<file path="config.mk">
export PLATFORM = sky130hd
export DESIGN_NAME = dmem_arbiter
export DESIGN_NICKNAME = d
export VERILOG_FILES = /design/src/rtl/dmem_arbiter.sv
export SDC_FILE = /design/constraint.sdc
export NUM_CORES = 1
export LEC_CHECK = 0
export CAP_MARGIN = 25
export CORE_MARGIN = 10
export CORE_UTILIZATION = 40
export DETAILED_ROUTE_END_ITERATION = 8
export PLACE_DENSITY = 0.9
export RECOVER_POWER = 100
export SLEW_MARGIN = 40
export SYNTH_ARGS = -nofsm -noshare
export SYNTH_HDL_FRONTEND = slang
export SYNTH_SLANG_ARGS = --single-unit
</file>
<file path="constraint.sdc">
create_clock -name clk -period 1.7 [get_ports clk]
set_input_delay 0.34 -clock clk [delete_from_list [all_inputs] [get_ports clk]]
set_output_delay 0.34 -clock clk [all_outputs]
set_load 0.01 [all_outputs]
</file>
<file path="src/rtl/dmem_arbiter.sv">
// Two-port round-robin arbiter in front of a single-ported data memory.
// Each access takes an IDLE (arbitrate) cycle and an ACCESS (memory) cycle.
module dmem_arbiter #(
   parameter int unsigned AW = 5,
   parameter int unsigned DW = 32
) (
   input  logic          clk,
   input  logic          rst,
   input  logic          p0_req,
   input  logic          p0_we,
   input  logic [AW-1:0] p0_addr,
   input  logic [DW-1:0] p0_wdata,
   output logic          p0_gnt,
   output logic          p0_rvalid,
   output logic [DW-1:0] p0_rdata,
   input  logic          p1_req,
   input  logic          p1_we,
   input  logic [AW-1:0] p1_addr,
   input  logic [DW-1:0] p1_wdata,
   output logic          p1_gnt,
   output logic          p1_rvalid,
   output logic [DW-1:0] p1_rdata,
   output logic          mem_read,
   output logic          mem_write,
   output logic [AW-1:0] mem_addr,
   output logic [DW-1:0] mem_wdata,
   input  logic [DW-1:0] mem_rdata,
   output logic          busy
);

   typedef enum logic {StIdle, StAccess} state_t;

   state_t state_q;
   logic   ptr_q;
   logic   sel_q;
   logic   we_q;
   logic   win;

   // Pointer only matters on a tie; a lone requester always wins.
   always_comb begin
      if (p0_req && p1_req) win = ptr_q;
      else                  win = p1_req;
   end

   always_ff @(posedge clk) begin
      if (rst) begin
         state_q   <= StIdle;
         ptr_q     <= 1'b0;
         sel_q     <= 1'b0;
         we_q      <= 1'b0;
         p0_gnt    <= 1'b0;
         p1_gnt    <= 1'b0;
         p0_rvalid <= 1'b0;
         p1_rvalid <= 1'b0;
         p0_rdata  <= '0;
         p1_rdata  <= '0;
         mem_addr  <= '0;
         mem_wdata <= '0;
      end else begin
         p0_gnt    <= 1'b0;
         p1_gnt    <= 1'b0;
         p0_rvalid <= 1'b0;
         p1_rvalid <= 1'b0;
         unique case (state_q)
            StIdle: begin
               if (p0_req || p1_req) begin
                  sel_q     <= win;
                  ptr_q     <= ~win;
                  we_q      <= win ? p1_we : p0_we;
                  mem_addr  <= win ? p1_addr : p0_addr;
                  mem_wdata <= win ? p1_wdata : p0_wdata;
                  p0_gnt    <= ~win;
                  p1_gnt    <= win;
                  state_q   <= StAccess;
               end
            end
            StAccess: begin
               if (!we_q) begin
                  if (sel_q) p1_rdata <= mem_rdata;
                  else       p0_rdata <= mem_rdata;
               end
               p0_rvalid <= ~sel_q;
               p1_rvalid <= sel_q;
               state_q   <= StIdle;
            end
         endcase
      end
   end

   assign busy      = (state_q == StAccess);
   assign mem_read  = busy & ~we_q;
   // Gating with rst keeps an aborted write from reaching the memory.
   assign mem_write = busy & we_q & ~rst;

endmodule

</file>
== Word-level counts from Yosys, hierarchy flattened ==
Index checks and enable logic that the tools add are counted.

* Register bits: 109
* Latch bits: 0
* RAM bits: 0
* Memory bits (read-only): 0
* Bits of input ports: 112
* Output and inout port bits: 108
* Logic and storage cells: 34
* Memories: 0

* Add/sub/neg operators: 0
* Multipliers: 0
* Divide/modulo/power cells: 0
* Magnitude comparators: 0
* Equal/unequal tests: 0
* Shift operators: 0
* Mux-type cells: 6
* Bitwise logic cells: 9
* Reductions and logical operators: 7

{| class="wikitable"
|+ Operator list
! cell !! count
|-
| 32-bit 2-to-1 mux || 1
|-
| 1-bit inverter || 6
|-
| 3-bit AND reduction || 2
|-
| 5-bit 2-to-1 mux || 1
|-
| 1-bit bitwise AND || 3
|-
| 1-bit 2-to-1 mux || 3
|-
| 3-bit OR reduction || 1
|-
| 1-bit case mux with 2 select lines || 1
|-
| 2-bit AND reduction || 1
|-
| 2-bit OR reduction || 1
|-
| 1-bit logical AND || 1
|-
| 1-bit logical OR || 1
|}

== Logic depth before layout (Yosys ltp) ==
Gate-level depths: netlist of the first run.

* Word-level depth: 3
* Mapped depth: 6
* Depth with buffers taken out: 3

== Least setup slack after synthesis of the first run ==
Ideal clock, no wire load.

* Path type: input -> output
* From: input rst
* To: output mem_write
* Data arrival time: 1.061 ns
* Data required time: 1.360 ns
* Setup slack: 0.299 ns
* Cell stages on the path: 3
* Path buffers: 2
* Path through: clkbuf_1 clkbuf_1 nor3b_1

* Cells in the longest elaborated chain, start to end: 2

{| class="wikitable"
|+ RTL lines
! what !! line !! source
|-
| start, declared || 8 || <nowiki>input logic rst,</nowiki>
|-
| 1-bit inverter || 93 || <nowiki>assign mem_write = busy & we_q & ~rst;</nowiki>
|-
| 1-bit bitwise AND || 93 ||
|-
| end, declared || 24 || <nowiki>output logic mem_write,</nowiki>
|}

No other way between the ends.

== Final worst setup path of the first run ==
* From: register mem_wdata[22]
* To: output mem_wdata[22]

{| class="wikitable"
|+ RTL lines
! what !! line !! source
|-
| start, declared || 26 || <nowiki>output logic [DW-1:0] mem_wdata,</nowiki>
|-
| start signal, assigned || 71 || <nowiki>mem_wdata <= win ? p1_wdata : p0_wdata;</nowiki>
|}

No word-level cell between the ends.

==> flow_summary.ini, run 1 <==
[critical_path]
crit_path_end_kind = output pin
crit_chain = clkdlybuf4s50_1
slowest_stage = clkdlybuf4s50_1
start_kind = flip-flop
crit_fanout = 2
cp.buffers_inverters = 1
arrival_ns = 1.29
critical_path_class = reg -> out
slowest_delay_ns = 0.56
critical_path_required_ns = 1.36
cp_top_family = buffers and inverters

[final_layout]
final_util_pct = 65.3
drive_gt1_share_pct = 4.81
final_nets = 835
fill_cells = 803
layout_common_cells = clkdlybuf4s50_1 (209), nand2_1 (128), dfxtp_1 (109)
final_common_cell = clkdlybuf4s50_1
area_growth_pct = 57.8

[floorplanning]
die_area_um2 = 15300
core_region_area_um2 = 10400
die_x_um = 124
rows = 37
io_pins = 220
initial_core_util_pct = 41.4
die_h_um = 124

[synthesis]
synth_edf_count = 0
syn_inst = 525
synth_top_area_share_pct = 50.9
ys_ff_latch = 109
ys_seq_area_share_pct = 50.9
synth_area_um2 = 4290
async_flop_share_pct = 0
yosys.area.top_type = dfxtp_1
synthTopCellsByArea = dfxtp_1 (51%), nand2_1 (11%), a311oi_1 (7.8%)
yosys_warnings = 0
synth.net_count = 637
synth_ff_type = dfxtp_1
ys_types = 29
syn_area_per_cell_um2 = 8.17

[power_and_ir_drop]
p_sw_mw = 1.51
pwr-share-comb_pct = 22.2
total_power_mw = 5.66
p_per_area_nw_per_um2 = 836
ir_drop_mv = 0.420
clkPwrFrac_pct = 28.3
p_int_mw = 4.15
switching_share_pct = 26.7
leakagePower_nw = 2.38
seq_power_share_pct = 49.5

[placement]
routabilityCongestion = 0.865
dp_slack_ns = -0.125
hpwl_mm = 12.0
io_buffers = 219

[worst_hold_path]
hold_path_class = reg -> reg

[cts]
cts_tree = built
cts_setup_buffers = 0
clockBufferDepth = 2
path_clk_slew_ns = 0.10
cts_buffers = 9
cts_root_buffer = clkbuf_8
htreeDepth = 3
holdBufCountCts = 0
worst_skew_pair.late_latency_ns = 0.36
clock_sinks = 109

[detailed_routing]
vias_per_cell = 5.36
postRouteAntennaNets = 0
via_count = 4638
drt_iter0_markers = 382
drt_pass1_iterations = 5
drc = 0
wirelength_mm = 15.8
route.detailed.wl_per_inst_um = 18.3

[timing]
fin_crit_sh_pct = 96.1
worst_pin_slew_ns = 0.500
rsz0062_at_grt = no
fin_setup_tns_ns = 0
finalCriticalPeriod_ns = 1.63
skew_ns = 0.0101
hold_viol = 0
maxSlewHeadroom_pct = 66.7
whs_ns = 0.461
fin_ws_ns = 0.0658
slew_violations = 0
finalSetupViolCount = 0
fmax_ghz = 0.612

[job]
cap_violations = 0

[grt]
grt.total_usage_pct = 19.9
antenna_found_initial = 1
grt_pass1_wl_mm = 24.2
grt_pass1_vias = 4757
grt_start_max_net_pins = 110
gr-total-overflow = 0

[status]
status = finished, final reports clean
==> synthesized netlist by cell type (2+ instances only) <==
cell and count:
a21oi_1 65, buf_6 9, nand2_1 128, dfxtp_1 109, clkbuf_1 20, nor2_1 41
nand3_1 38, buf_2 17, o21ai_1 2, o21ai_0 36, buf_4 3, a311oi_1 38
nor3b_1 2, clkbuf_2 2
==> per-layer routing <==
metal / wire (um) / vias to the layer above / global-route usage, %
met2: 7670 / 235 / 33.6
li1: - / 2211 / -
met4: 299 / 0 / 6.84
met3: 2020 / 26 / 9.57
met5: 0 / - / 0
met1: 5800 / 2166 / 21.2
==> power groups by stage <==
stage,sequential (mW),clock (mW),combinational (mW)
final,2.80,1.60,1.25
after global routing,2.82,1.76,1.36
after CTS,2.80,1.64,1.28
after detailed placement,2.86,0,1.27
after global placement,2.85,0,1.24
after floorplan,2.92,0,0.461
==> final cells by class <==
class / instances / area (um^2) / share of cell area [%]
Timing Repair Buffer: 238 / 2400 / 35.4
Sequential cell: 109 / 2180 / 32.2
Multi-Input combinational cell: 363 / 1810 / 26.7
Tap cell: 136 / 170 / 2.51
Clock buffer: 13 / 159 / 2.35
Clock inverter: 3 / 43.8 / 0.647
Inverter: 2 / 7.51 / 0.111
Antenna cell: 1 / 2.50 / 0.0370
==> path summary, 6_finish.rpt <==
kind,slack (ns),end,cells after the start,start
worst max-delay path,0.07,mem_wdata[22],1,mem_wdata[22]$_SDFFE_PP0P_
worst min-delay path,0.46,p0_rdata[17]$_SDFFE_PP0P_,2,p0_rdata[17]$_SDFFE_PP0P_
worst max register to register,0.11,p0_rdata[6]$_SDFFE_PP0P_,5,busy$_SDFF_PP0_
worst min register to register,0.46,p0_rdata[17]$_SDFFE_PP0P_,2,p0_rdata[17]$_SDFFE_PP0P_
==> what timing repair did <==
item | CTS | global route
pin swaps | 0 | 0
setup endpoints to repair | 3 | 4
gates resized for setup | 3 | 5
endpoints found under the hold margin | 0 | 0
==> flip-flops by register name (all words and copies together), names as in the netlist <==
register,count
we_q,1
p0_rvalid,1
p1_gnt,1
mem_wdata,32
sel_q,1
mem_addr,5
p1_rdata,32
ptr_q,1
p1_rvalid,1
p0_rdata,32
p0_gnt,1
busy,1
==> through the flow <==
step | instances | area (um^2)
after floorplan | 525 | 4290
after global placement | 848 | 6610
after detailed placement | 848 | 6610
after CTS | 864 | 6800
after global routing | 865 | 6770
final | 865 | 6770
==> logic make-up (layout without fill, tap and decap cells) <==
| logic type | Yosys count | in the layout | synth area share (%) |
|---|---|---|---|
| buffers and inverters | 53 | 256 | 7.03 |
| AO/OA/AOI/OAI | 146 | 146 | 21.1 |
| flip-flops | 109 | 109 | 50.9 |
| other | 0 | 1 | 0 |
| AND/OR/NAND/NOR | 217 | 217 | 21.1 |
Power figures use the tool's default switching activity.
==> inputs of run 2 (changes only) <==
--- a/config.mk
+++ b/config.mk
@@ -7,9 +7,9 @@
 export LEC_CHECK = 0
 export CAP_MARGIN = 25
 export CORE_MARGIN = 10
-export CORE_UTILIZATION = 40
+export CORE_UTILIZATION = 36
 export DETAILED_ROUTE_END_ITERATION = 8
-export PLACE_DENSITY = 0.9
+export PLACE_DENSITY = 0.86
 export RECOVER_POWER = 100
 export SLEW_MARGIN = 40
 export SYNTH_ARGS = -nofsm -noshare
==> constraint.sdc (replaced) <==
create_clock -name clk -period 1.5 [get_ports clk]
set_input_delay 0.3 -clock clk [delete_from_list [all_inputs] [get_ports clk]]
set_output_delay 0.3 -clock clk [all_outputs]
set_load 0.01 [all_outputs]
==> run 2 against run 1 <==
Against the previous run: via count increased by 0.26%; global-route usage fell by 2.0 points; clock skew decreased by 0.0063 ns; final cell count increased by 1.4%; register-to-register slack barely moved; sequential share of layout area down 0.24 points; highest routed layer unchanged; largest power group unchanged.
==> flow_summary.ini, run 2 (same netlist as run 1, synthesis figures left out) <==
[cts]
cts_root_buffer = clkbuf_16
htreeDepth = 3
holdBufCountCts = 0
clock_sinks = 109
worst_skew_pair.late_latency_ns = 0.34
path_clk_slew_ns = 0.07
cts_buffers = 9
cts_tree = built
cts_setup_buffers = 0
clockBufferDepth = 2

[final_layout]
layout_common_cells = nand2_1 (128), clkdlybuf4s50_1 (110), dfxtp_1 (109)
antennaDiodeCount = 0
final_common_cell = nand2_1
reg.largest.list = mem_wdata x32, p0_rdata x32, p1_rdata x32
fin_area_um2 = 6820
drive_gt1_share_pct = 6.68
area_growth_pct = 59.0
fill_cells = 981
final_util_pct = 59.0
final_nets = 841

[grt]
grt_use_met2_pct = 28.4
grt_pass1_vias = 4815
grt_pass1_wl_mm = 24.2
top_usage_layer = met2
use_met1_pct = 19.7
gr-total-overflow = 0
use_met3_pct = 8.65
grt_start_max_net_pins = 56
antenna_found_initial = 0
grt.total_usage_pct = 17.8

[critical_path]
crit_path_end_kind = output pin
crit_fanout = 6
slowest_stage = dfxtp_1
start_kind = flip-flop
critical_path_class = reg -> out
slowest_delay_ns = 0.31
rr_worst_depth = 5
arrival_ns = 1.15
critical_path_required_ns = 1.20
crit_chain = buf_4 > nor2_1 > clkdlybuf4s15_2

[floorplanning]
io_pins = 220
initial_core_util_pct = 37.1
die_x_um = 129
core_region_area_um2 = 11600
die_area_um2 = 16700
rows = 39
die_h_um = 129

[detailed_routing]
postRouteAntennaNets = 0
drt_iter0_markers = 412
wirelength_mm = 15.4
drc = 0
via_count = 4650
route.detailed.wl_per_inst_um = 17.5
drt_pass1_iterations = 5
vias_per_cell = 5.30

[power_and_ir_drop]
pwr-share-comb_pct = 19.4
p_sw_mw = 1.83
switching_share_pct = 26.5
clkPwrFrac_pct = 34.5
ir_drop_mv = 0.494
seq_power_share_pct = 46.1
leakagePower_nw = 2.87
p_int_mw = 5.05
p_per_area_nw_per_um2 = 1010

[timing]
rsz0062_at_grt = no
worst_pin_slew_ns = 1.10
hold_viol = 0
fmax_ghz = 0.692
maxSlewHeadroom_pct = 26.6
slew_violations = 0
finalCriticalPeriod_ns = 1.45
finalSetupViolCount = 0
fin_crit_sh_pct = 96.4
skew_ns = 0.00385

[placement]
routabilityCongestion = 0.870
hpwl_mm = 11.8
place_area_um2 = 6660
io_buffers = 219

[status]
status = finished, final reports clean

[worst_hold_path]
hold_path_class = reg -> reg
min_path_cells = 2

[job]
cap_violations = 0
-- run 2: changes by cell type in the layout (fill, tap and decap cells not counted), moves of 5 or more --
cell and change:
buf_4 +5, dlygate4sd2_1 +104, clkbuf_1 -6, clkdlybuf4s50_1 -99, clkbuf_8 -11, clkbuf_16 +9
-- run 2: stage by stage --
stage / instances / TNS, ns / hold slack (ns) / power, mW / setup slack, ns
3_5_place_dp: 861 / -8.32 / 0.450 / 4.70 / -0.275
6_report: 877 / 0 / 0.456 / 6.88 / 0.0547
3_3_place_gp: 861 / -4.92 / 0.442 / 4.66 / -0.148
5_1_grt: 877 / 0 / 0.479 / 7.18 / 0.00162
2_1_floorplan: 525 / 0 / 0.436 / 3.84 / 0.179
4_1_cts: 877 / 0 / 0.458 / 6.94 / 0.0101
-- run 2: final timing paths --
check                        endpoint  slack, ns                      from
min reg2reg  p1_rdata[2]$_SDFFE_PP0P_       0.46  p1_rdata[2]$_SDFFE_PP0P_
min          p1_rdata[2]$_SDFFE_PP0P_       0.46  p1_rdata[2]$_SDFFE_PP0P_
max reg2reg  p0_rdata[2]$_SDFFE_PP0P_       0.10           busy$_SDFF_PP0_
max                          mem_read       0.05         we_q$_SDFFE_PP0P_
-- run 2: layout make-up --
| class | instances | area, um^2 | area share, % |
|---|---|---|---|
| repair buffers | 244 | 2330 | 34.2 |
| flip-flops and latches | 109 | 2180 | 32.0 |
| multi-input cells | 363 | 1820 | 26.7 |
| clock buffers | 9 | 225 | 3.30 |
| well taps | 143 | 179 | 2.62 |
| clock inverters | 7 | 76.3 | 1.12 |
| inverters | 2 | 7.51 | 0.110 |
-- run 2: worst max-delay path: cells and delay by family, from the launching register on --
family / cells / cell delay (ns)
buffers and inverters: 2 / 0.39
DFF: 1 / 0.31
and+or+nand+nor: 1 / 0.10
-- run 2: per-layer routing --
layer  part of all wire (%)  routed length [um]  vias up
li1                       -                   -     2219
met1                     39                5990     2152
met3                     13                2030       28
met4                    2.6                 397        0
met5                      0                   0        -
met2                     45                6940      251
-- run 2: timing repair --
item,CTS,global route
endpoints found under the setup margin,108,3
gates cloned,0,0
gates resized for setup,114,2
-- run 2: power groups by stage --
stage	clock, mW	combinational (mW)	sequential [mW]
2_1_floorplan	0	0.523	3.31
3_3_place_gp	0	1.42	3.23
3_5_place_dp	0	1.46	3.24
4_1_cts	2.42	1.34	3.17
5_1_grt	2.54	1.46	3.19
6_report	2.38	1.34	3.17
